==> config.mk <==
export PLATFORM = sky130hd
export DESIGN_NAME = pkt_release_ctrl
export DESIGN_NICKNAME = d
export VERILOG_FILES = /design/src/rtl/pkt_release_ctrl.sv
export SDC_FILE = /design/constraint.sdc
export NUM_CORES = 1
export LEC_CHECK = 0
export CORE_MARGIN = 3
export CORE_UTILIZATION = 35
export DETAILED_ROUTE_END_ITERATION = 6
export DONT_BUFFER_PORTS = 1
export PLACE_DENSITY = 0.46
export SKIP_CTS_REPAIR_TIMING = 1
export SYNTH_ARGS = -nofsm -noshare
export SYNTH_HDL_FRONTEND = slang
export SYNTH_SLANG_ARGS = --single-unit
export TNS_END_PERCENT = 100
==> constraint.sdc <==
create_clock -name clk -period 5 [get_ports clk]
set_input_delay 0.75 -clock clk [delete_from_list [all_inputs] [get_ports clk]]
set_output_delay 0.75 -clock clk [all_outputs]
set_load 0.03 [all_outputs]
==> src/rtl/pkt_release_ctrl.sv <==
// Releases buffered packets from the holding FIFO once their lookup result is queued, forwarding
// them with the IOQ header dst-port rewritten or draining them. Optional wait timeout: PKT_RELEASE_TIMEOUT_EN.
module pkt_release_ctrl #(
    parameter int DATA_WIDTH     = 64,
    parameter int CTRL_WIDTH     = DATA_WIDTH / 8,
    parameter int RESULT_DEPTH   = 4,
    parameter int TIMEOUT_CYCLES = 1024
) (
    input  logic                  clk,
    input  logic                  reset,
    input  logic                  result_valid,
    input  logic                  result_drop,
    input  logic [7:0]            result_port,
    input  logic [DATA_WIDTH-1:0] fifo_data,
    input  logic [CTRL_WIDTH-1:0] fifo_ctrl,
    input  logic                  fifo_empty,
    output logic                  fifo_rd_en,
    output logic [DATA_WIDTH-1:0] out_data,
    output logic [CTRL_WIDTH-1:0] out_ctrl,
    output logic                  out_wr,
    input  logic                  out_rdy,
    output logic                  result_overflow,
    output logic [31:0]           pkt_fwd_count,
    output logic [31:0]           pkt_drop_count
);
    localparam int AW = $clog2(RESULT_DEPTH);
    localparam logic [AW:0] FULL_COUNT = (AW + 1)'(RESULT_DEPTH);
    localparam logic [CTRL_WIDTH-1:0] HDR_CTRL = '1;

    typedef enum logic [1:0] {IDLE, FORWARD, DROP} state_t;
    state_t state, state_next;

    logic [7:0]    q_port [RESULT_DEPTH];
    logic          q_drop [RESULT_DEPTH];
    logic [AW-1:0] wr_ptr, rd_ptr;
    logic [AW:0]   q_count;
    logic          q_empty, q_full, q_push, q_pop;
    logic [7:0]    cur_port;
    logic          prev_ctrl_zero, start_pkt, eop, timed_out;

    assign q_empty   = (q_count == '0);
    assign q_full    = (q_count == FULL_COUNT);
    assign start_pkt = (state == IDLE) && !fifo_empty && !q_empty;
    assign q_pop     = start_pkt;
    assign q_push    = result_valid && (!q_full || q_pop);
    assign eop       = fifo_rd_en && (fifo_ctrl != '0) && prev_ctrl_zero;

`ifdef PKT_RELEASE_TIMEOUT_EN
    logic [31:0] wait_count;
    logic        waiting;

    assign waiting   = (state == IDLE) && !fifo_empty && q_empty;
    assign timed_out = waiting && (wait_count == 32'(TIMEOUT_CYCLES));

    always_ff @(posedge clk or negedge reset) begin
        if (!reset)
            wait_count <= '0;
        else if (waiting && !timed_out)
            wait_count <= wait_count + 32'd1;
        else
            wait_count <= '0;
    end
`else
    assign timed_out = 1'b0;
`endif

    // NOTE: sequential state uses non-blocking assignments so every register samples pre-edge values.
    always_ff @(posedge clk or negedge reset) begin
        if (!reset)
            state <= IDLE;
        else
            state <= state_next;
    end

    // NOTE: every always_comb output gets a default first, so no path can infer a latch.
    always_comb begin
        state_next = state;
        unique case (state)
            IDLE: begin
                if (start_pkt)
                    state_next = (q_drop[rd_ptr] || q_port[rd_ptr] == 8'h00) ? DROP : FORWARD;
                else if (timed_out)
                    state_next = DROP;
            end
            FORWARD, DROP: if (eop) state_next = IDLE;
            default: state_next = IDLE;
        endcase
    end

    always_comb begin
        fifo_rd_en = 1'b0;
        unique case (state)
            FORWARD: fifo_rd_en = !fifo_empty && out_rdy;
            DROP:    fifo_rd_en = !fifo_empty;
            default: fifo_rd_en = 1'b0;
        endcase
    end

    // NOTE: result storage is left unreset; q_count alone decides which entries are meaningful.
    always_ff @(posedge clk) begin
        if (q_push) begin
            q_port[wr_ptr] <= result_port;
            q_drop[wr_ptr] <= result_drop;
        end
    end

    always_ff @(posedge clk or negedge reset) begin
        if (!reset) begin
            wr_ptr          <= '0;
            rd_ptr          <= '0;
            q_count         <= '0;
            result_overflow <= 1'b0;
        end else begin
            if (q_push) wr_ptr <= wr_ptr + 1'b1;
            if (q_pop)  rd_ptr <= rd_ptr + 1'b1;
            unique case ({q_push, q_pop})
                2'b10:   q_count <= q_count + 1'b1;
                2'b01:   q_count <= q_count - 1'b1;
                default: q_count <= q_count;
            endcase
            if (result_valid && !q_push) result_overflow <= 1'b1;
        end
    end

    always_ff @(posedge clk or negedge reset) begin
        if (!reset) begin
            out_wr         <= 1'b0;
            out_data       <= '0;
            out_ctrl       <= '0;
            cur_port       <= '0;
            prev_ctrl_zero <= 1'b0;
            pkt_fwd_count  <= '0;
            pkt_drop_count <= '0;
        end else begin
            out_wr <= (state == FORWARD) && fifo_rd_en;
            if (q_pop) cur_port <= q_port[rd_ptr];
            if ((state == FORWARD) && fifo_rd_en) begin
                out_ctrl <= fifo_ctrl;
                // Module header carries the dst-port field in its top 16 bits.
                if (fifo_ctrl == HDR_CTRL)
                    out_data <= {8'h00, cur_port, fifo_data[DATA_WIDTH-17:0]};
                else
                    out_data <= fifo_data;
            end
            if (state_next == IDLE)
                prev_ctrl_zero <= 1'b0;
            else if (fifo_rd_en)
                prev_ctrl_zero <= (fifo_ctrl == '0);
            if (eop && state == FORWARD) pkt_fwd_count  <= pkt_fwd_count + 32'd1;
            if (eop && state == DROP)    pkt_drop_count <= pkt_drop_count + 32'd1;
        end
    end

endmodule
==> results.cfg <==
[synth]
yosysUniqueCellTypes = 41
gate_count_post_synth = 633
synth_fp_nets = 731
async_set_reset_flop_share_out_of_synthesis_pct = 81.3
share_of_the_yosys_chip_area_belonging_to_registers_pct = 61.8
ys_dominant_reg_cell = sky130_fd_sc_hd__dfrtp_1
synth_edf_count = 36
synth_seq_cells = 192
yosys_warnings = 0
synthesis.area_um2 = 8070
synthesized_area_per_cell_um2 = 12.8

[setup_path]
crit_arrival_ns = 3.54
worstSetupPathType = reg -> reg
crit_path_start_kind = register
timing.critical_path.required_ns = 5.30
critical_path.max_fanout = 89
worstSetupEndpointType = register

[status]
result_of_the_run = finished, final reports clean

[timing]
setup_violations = 0
tightestPinTransition_ns = 1.09
highest_clock_frequency_the_design_can_meet_mhz = 308
fin_setup_tns_ns = 0
final_cycle_utilization_of_the_critical_path_pct = 64.9
post-route-min-period_ns = 3.24
grt_setup_unrepaired = no
final.setup_skew_ns = 0.0107
report.final.slew_viol_count = 0
finalHoldViolations = 0
timing.max_slew.rel_slack_pct = 27.4

[place]
gp_congestion = 0.769
dp.final_hpwl_um = 12500
port_buffers = 0

[clock_tree]
clock-sinks = 192
cts-root-to-sink-buffers = 2
cts-buffers-inserted = 17
htreeDepth = 4
tritoncts = yes
clockRootBuffer = sky130_fd_sc_hd__clkbuf_16
clkTransAtPathRegs_ns = 0.07
clock_latency_ns = 0.42

[layout]
layout.cells.most_common_list = 156 x sky130_fd_sc_hd__dfrtp_1, 83 x sky130_fd_sc_hd__nand2_1, 56 x sky130_fd_sc_hd__mux2_2
post-route-util_pct = 40.2
antenna-diode-count = 0
nNetsFinal = 731
final_layout_size_suffix_gt1_share_pct = 15.2
layout_commonest_cell = sky130_fd_sc_hd__dfrtp_1
synthToLayoutAreaGrowth_pct = 10.7

[drt]
antenna_left = 0
post_drt_wl_per_cell_um = 19.3
finalWirelength_um = 17900
post_drt_via_cell_ratio = 5.13
drc_errors = 0
vias_after_detailed_routing = 4753
detail_route.first_pass.iterations = 5
first_iter_violations = 304

[global_route]
initial_antenna_violation_count = 0
maximum_number_of_pins_on_one_net_before_global_route_repair = 157
grt_pass1_wl_um = 27800
first_global_vias = 5018
grt.overflow.total = 0
track_usage_pct = 14.3

[worst_hold_path]
hp-class = in -> async

[floorplan]
fp.dieArea_um2 = 24900
row_count = 54
die_h_um = 158
effective_utilization_at_floorplan_pct = 36.3
floorplan.io_pins = 225
floorplan.core_area_um2 = 22200
die_x_um = 158

[power_and_ir_drop]
p_total_uw = 4570
cellPowerDensity_nw_per_um2 = 512
ir_drop_worst_case_vdd_mv = 0.234
leakage_uw = 0.00412

[flow_run]
cap_violations = 0
synth_stat cells (2+ instances only):
library cell / number / area [um2]
sky130_fd_sc_hd__nor4_1: 14 / 87.6
sky130_fd_sc_hd__nor3_1: 24 / 120
sky130_fd_sc_hd__buf_1: 3 / 11.3
sky130_fd_sc_hd__inv_1: 24 / 90.1
sky130_fd_sc_hd__buf_2: 2 / 10.0
sky130_fd_sc_hd__xnor2_1: 27 / 236
sky130_fd_sc_hd__xor2_1: 41 / 359
sky130_fd_sc_hd__edfxtp_1: 36 / 1080
sky130_fd_sc_hd__ha_1: 11 / 138
sky130_fd_sc_hd__nand2_1: 84 / 315
sky130_fd_sc_hd__and3_1: 11 / 68.8
sky130_fd_sc_hd__dfrtp_1: 156 / 3900
sky130_fd_sc_hd__or2_2: 2 / 12.5
sky130_fd_sc_hd__mux2_2: 56 / 631
sky130_fd_sc_hd__nand3_1: 21 / 105
sky130_fd_sc_hd__clkbuf_1: 15 / 56.3
sky130_fd_sc_hd__nand4_1: 15 / 93.8
sky130_fd_sc_hd__mux4_1: 9 / 236
sky130_fd_sc_hd__a21oi_1: 2 / 10.0
sky130_fd_sc_hd__mux2i_1: 8 / 80.1
sky130_fd_sc_hd__nor2_1: 26 / 97.6
sky130_fd_sc_hd__or3_1: 2 / 12.5
sky130_fd_sc_hd__o21ai_0: 22 / 110
sky130_fd_sc_hd__nor3b_1: 2 / 15.0
sky130_fd_sc_hd__and4_1: 3 / 26.3
sky130_fd_sc_hd__or4_1: 2 / 15.0
cell type report:
class                           count  area [um2]
Multi-Input combinational cell    396        2920
Tap cell                          280         350
Timing Repair Buffer                2        20.0
Clock buffer                       19         453
Fill cell                        2076       13300
Inverter                           24        90.1
Clock inverter                     13         116
Sequential cell                   192        4980
sequential cells by signal, indices dropped and copies added (netlist names), 2 cells and up:
name	count
q_drop	4
q_port	32
wr_ptr	2
q_count	3
pkt_drop_count	32
out_data	64
rd_ptr	2
out_ctrl	8
state	2
pkt_fwd_count	32
cur_port	8
metrics by stage:
step,cell area (um2),instances,hold slack (ns),setup slack (ns)
finish,8930,926,0.0299,1.76
global route,8930,926,0.00271,1.53
CTS,8910,924,-0.00770,1.74
detailed placement,8350,892,0.459,1.75
global placement,8350,892,0.458,1.89
floorplan,8070,633,0.445,2.20
final timing paths:
kind	from	cells past startpoint	end	slack [ns]
hold reg to reg	cur_port[2]	2	cur_port[2]	0.48
min in group clk	result_port[7]	0	q_port[0][7]	0.42
hold / removal	reset	0	out_data[2]	0.03
max in group asynchronous	reset	1	pkt_drop_count[31]	3.51
setup / recovery	state[1]	6	out_ctrl[1]	1.76
setup reg to reg	state[1]	6	out_ctrl[1]	1.76
routing by layer:
layer	global-route usage, %	vias up	wire, um
met5	0	-	0
met2	23.5	155	8860
met1	17.3	2360	7140
met3	4.73	26	1430
met4	5.74	0	453
li1	-	2212	-
kinds of logic (layout without fill, tap and decap cells):
family	count (synthesis)	after routing	synth area share (%)
fa+ha+maj	12	12	1.95
flops	192	192	61.8
buf+inv	45	58	2.22
simple gates	215	215	13.1
mux	73	73	11.7
xor+xnor	68	68	7.38
compound gates	28	28	1.91
power breakdown:
part	switching (uW)	leakage, uW	total, uW	internal (uW)
Clock	625	0.000283	1310	685
Sequential	694	0.00237	2630	1940
Combinational	303	0.00147	630	327
critical path: stages (launching register included):
cell                      delay [ns]
sky130_fd_sc_hd__dfrtp_1        0.41
sky130_fd_sc_hd__inv_1          0.11
sky130_fd_sc_hd__ha_1           0.34
sky130_fd_sc_hd__a21oi_1        0.15
sky130_fd_sc_hd__nor3b_2        0.74
sky130_fd_sc_hd__nand2_4        0.77
sky130_fd_sc_hd__mux2_2         0.54
Note: power is estimated with default switching activity, not from simulation.
==> RTL change 1 (config.mk and constraints unchanged) <==
Re-encode `state_t` (3 states) as one-hot, 3 bits wide.
--- a/src/rtl/pkt_release_ctrl.sv
+++ b/src/rtl/pkt_release_ctrl.sv
@@ -28,5 +28,5 @@
     localparam logic [CTRL_WIDTH-1:0] HDR_CTRL = '1;
 
-    typedef enum logic [1:0] {IDLE, FORWARD, DROP} state_t;
+    typedef enum logic [2:0] {IDLE = 3'b001, FORWARD = 3'b010, DROP = 3'b100} state_t;
     state_t state, state_next;
 
Formal check against the unedited RTL: no difference found for any inputs over 4 cycles, from zero or initial values and one cycle with reset low; so few cycles prove little.
==> RTL change 1 against the original RTL <==
  * Final area is 0.69% higher
  * Sequential share of layout area is 0.088 points lower
  * Worst setup slack better by 0.41 ns
  * Area after synthesis fell by 0.87%
  * Power increased by 3.8%
  * Synthesized cell count grew 9.6%
  * Routed wire length up 8.1%
  * Sequential cell count up 1
  * Largest cell class unchanged
  * Largest power group unchanged
==> RTL change 1: results (changes against the original RTL) <==
p_leak_nw: 4.136  # was 4.120 nW
drive_gt1_frac: 0.09309  # was 0.1517
wl_met2_um: 9630  # was 8855 um
antenna_found_initial: 0  # unchanged
max_stage_delay_ns: 0.58  # was 0.77 ns
met3_length_um: 1733  # was 1429 um
irDropWorstVdd_mv: 0.2229  # was 0.2336 mV
firstDrtPassIters: 5  # unchanged
port_buffers: 0  # unchanged
via_per_inst: 5.075  # was 5.133
grt_max_degree: 158  # was 157
grt_usage: 0.1463  # was 0.1426
grtUsageMet2: 0.2459  # was 0.2351
path_max_fanout: 12  # was 89
top_register: "out_data"  # unchanged
hpwl_um: 13210  # was 12450 um
arrival_ns: 3.18  # was 3.54 ns
gp_congestion: 0.7652  # was 0.7692
synthTopCellsByCount: "nand2_1 (204), dfrtp_1 (156), xnor2_1 (40)"  # was dfrtp_1 (156), nand2_1 (84), mux2_2 (56)
vias: 5019  # was 4753
synth.area.top_cells: "dfrtp_1 (49%), edfxtp_1 (14%), nand2_1 (9.6%)"  # was dfrtp_1 (48%), edfxtp_1 (13%), mux2_2 (7.8%)
grt_pass1_wl_um: 28090  # was 27790 um
async_flop_share: 0.8135  # was 0.8125
yosysWarnings: 0  # unchanged
r2r_cells: 7  # was 6
wl_met1_um: 7737  # was 7136 um
fin_skew_ns: 0.01279  # was 0.01072 ns
synth_edf_count: 36  # unchanged
cts_buffers: 17  # unchanged
clock_path_buffers: 2  # unchanged
synthDistinctLibCells: 51  # was 41
num-fill-cells: 2098  # was 2076
final_nets: 789  # was 731
met1_usage: 0.1719  # was 0.1729
hold_class: "in2async"  # unchanged
dpl_cell_area_um2: 8275  # was 8346 um2
drt_iter0_drc: 251  # was 304
placed_cells: 953  # was 892
synth.avg_cell_area_um2: 11.53  # was 12.75 um2
yosysSeqAreaShare: 0.6263  # was 0.6176
cpMaxStageDelayCell: "dfstp_2"  # was nand2_4
grt.met3_usage: 0.06351  # was 0.04729
status: "completed"  # unchanged
slew-limit-headroom: 0.2970  # was 0.2736
wirelength_um: 19320  # was 17880 um
largest_reg_flops: 64  # unchanged
## RTL change 1: power breakdown
part	switching [mW]	total, mW	internal, mW
clock	0.676	1.45	0.773
sequential	0.690	2.63	1.94
combinational	0.358	0.666	0.307
total	1.72	4.74	3.02
## RTL change 1: cell type report
class | count | area share
inverter | 12 | 0.005007
clock inverter | 15 | 0.02337
timing repair buffer | 7 | 0.01196
multi-input combinational | 465 | 0.3164
tap | 280 | 0.03894
clock buffer | 17 | 0.04729
sequential | 193 | 0.5570
## RTL change 1: cells by family after synthesis
family	synth area share
muxes	0.05066
buffers and inverters	0.01798
DFF	0.6263
AOI/OAI and AO/OA	0.03034
and+or+nand+nor	0.1873
xor gates and xnor gates	0.07553
adders and majority gates	0.01188
## RTL change 1: critical path, delay by kind of cell, from the launching register on
| family | cells | cell delay, ns |
|---|---|---|
| compound gates | 4 | 0.98 |
| simple gates | 2 | 0.73 |
| flops | 1 | 0.58 |
| fa+ha+maj | 1 | 0.48 |
## RTL change 1: worst paths after layout
kind / from / to / slack (ns)
hold / removal: reset / pkt_fwd_count[29] / 0.14
setup / recovery: state[0] / q_count[1] / 2.16
setup reg to reg: state[0] / q_count[1] / 2.16
hold reg to reg: cur_port[6] / cur_port[6] / 0.48
min in group clk: result_port[4] / q_port[3][4] / 0.41
max in group asynchronous: reset / out_data[36] / 4.11
## RTL change 1: stage by stage
stage | worst slack [ns] | hold slack, ns | utilization
floorplan | 2.488 | 0.4455 | -
global placement | 2.033 | 0.4587 | 0.3734
detailed placement | 1.949 | 0.4589 | 0.3734
CTS | 2.130 | -0.01625 | 0.4021
global route | 1.941 | 0.1216 | 0.4059
finish | 2.163 | 0.1448 | 0.4059
==> RTL change 2 (config.mk and constraints unchanged) <==
Made on the original files. The option `PKT_RELEASE_TIMEOUT_EN` is turned on by a define.
--- a/src/rtl/pkt_release_ctrl.sv
+++ b/src/rtl/pkt_release_ctrl.sv
@@ -1,4 +1,6 @@
 // Releases buffered packets from the holding FIFO once their lookup result is queued, forwarding
 // them with the IOQ header dst-port rewritten or draining them. Optional wait timeout: PKT_RELEASE_TIMEOUT_EN.
+`define PKT_RELEASE_TIMEOUT_EN
+
 module pkt_release_ctrl #(
     parameter int DATA_WIDTH     = 64,
Formal check against the unedited RTL: no difference found for any inputs over 10 cycles, from zero or initial values and one cycle with reset low; that may be too few to reach the edited logic, so the function may still have changed.
==> RTL change 2 against the original RTL <==
  * Non-clock buffer count decreased by 2
  * Sequential cell count increased by 32
  * Hold slack got worse by 0.086 ns
  * The run now ends with negative hold slack left
  * Combinational power increased by 1%
  * Power increased by 18%
  * Area after synthesis increased by 18%
  * First-iteration DRC count decreased by 6.9%
  * Via count increased by 18%
  * Sequential power increased by 7%
  * Largest power group unchanged
  * Global-route usage decreased by 0.64 points
  * Clock skew increased by 0.0077 ns
  * Routed wire length increased by 14%
  * Worst setup slack improved by 0.094 ns
  * Final area increased by 20%
==> RTL change 2: results (changes against the original RTL) <==
status: "complete, but fails checks"  # was completed
violations: "negative hold slack"
async_flop_share: 0.8393  # was 0.8125
grt_usage: 0.1362  # was 0.1426
grt_pass1_vias: 5827  # was 5018
drive_gt1_frac: 0.1496  # was 0.1517
dp_slack_ns: 1.831  # was 1.749 ns
wl_met1_um: 7943  # was 7136 um
synthTopCellsByCount: "dfrtp_1 (188), nand2_1 (83), xnor2_1 (63)"  # was dfrtp_1 (156), nand2_1 (84), mux2_2 (56)
placed_cells: 1070  # was 892
synthDistinctLibCells: 45  # was 41
synth_nets: 852  # was 731
grt.met3_usage: 0.04529  # was 0.04729
wl_met2_um: 10120  # was 8855 um
hpwl_um: 14510  # was 12450 um
cts_buffers: 26  # was 17
max_stage_delay_ns: 0.69  # was 0.77 ns
fin_skew_ns: 0.01846  # was 0.01072 ns
period_share: 0.6297  # was 0.6485
final_nets: 862  # was 731
firstDrtPassIters: 4  # was 5
p_leak_nw: 4.689  # was 4.120 nW
grt_max_degree: 189  # was 157
holdWs_ns: -0.05612  # was 0.02993 ns
synth.area.top_cells: "dfrtp_1 (50%), edfxtp_1 (11%), mux2_2 (6.6%)"  # was dfrtp_1 (48%), edfxtp_1 (13%), mux2_2 (7.8%)
fin_cells: 1117  # was 926
reg2reg_slack_ns: 1.85  # was 1.76 ns
gp_congestion: 0.7656  # was 0.7692
irDropWorstVdd_mv: 0.3125  # was 0.2336 mV
htreeDepth: 1  # was 4
finalHoldViolCount: 76  # was 0
met3_length_um: 1672  # was 1429 um
switching_share: 0.3073  # was 0.3548
grt_pass1_wl_um: 32040  # was 27790 um
clock_latency_ns: 0.52  # was 0.42 ns
grtUsageMet2: 0.2361  # was 0.2351
clock_path_buffers: 3  # was 2
slew-limit-headroom: 0.3223  # was 0.2736
hold_class: "in2async"  # unchanged
drt_iter0_drc: 283  # was 304
endpoint: "out_data[35]"  # was out_ctrl[1]
met1_usage: 0.1599  # was 0.1729
yosysSeqAreaShare: 0.6100  # was 0.6176
syn_inst: 753  # was 633
vias: 5605  # was 4753
dpl_cell_area_um2: 9847  # was 8346 um2
arrival_ns: 3.53  # was 3.54 ns
topRoutingLayerUsed: "met4"  # unchanged
## RTL change 2: power groups by stage
stage / combinational (mW) / clock (mW) / sequential [mW]
after floorplan: 0.565 / 0 / 2.73
after global placement: 0.618 / 0 / 2.85
after detailed placement: 0.655 / 0 / 2.86
after CTS: 0.658 / 2.02 / 2.83
after global routing: 0.720 / 2.09 / 2.86
final: 0.639 / 1.95 / 2.81
## RTL change 2: kinds of logic after synthesis
group                      Yosys count  share of synthesized area
and+or+nand+nor                    279                     0.1507
DFF                                224                     0.6100
xor gates and xnor gates            97                    0.08958
muxes                               73                    0.09631
buffers and inverters               35                    0.01398
AOI/OAI and AO/OA                   32                    0.02151
adders and majority gates           13                    0.01794
## RTL change 2: cell type report
cell class	instances	area [um2]
fill	2479	15610
inverter	17	63.81
multi-input combinational	494	3578
sequential	224	5786
clock buffer	34	732.0
tap	335	419.2
clock inverter	13	163.9
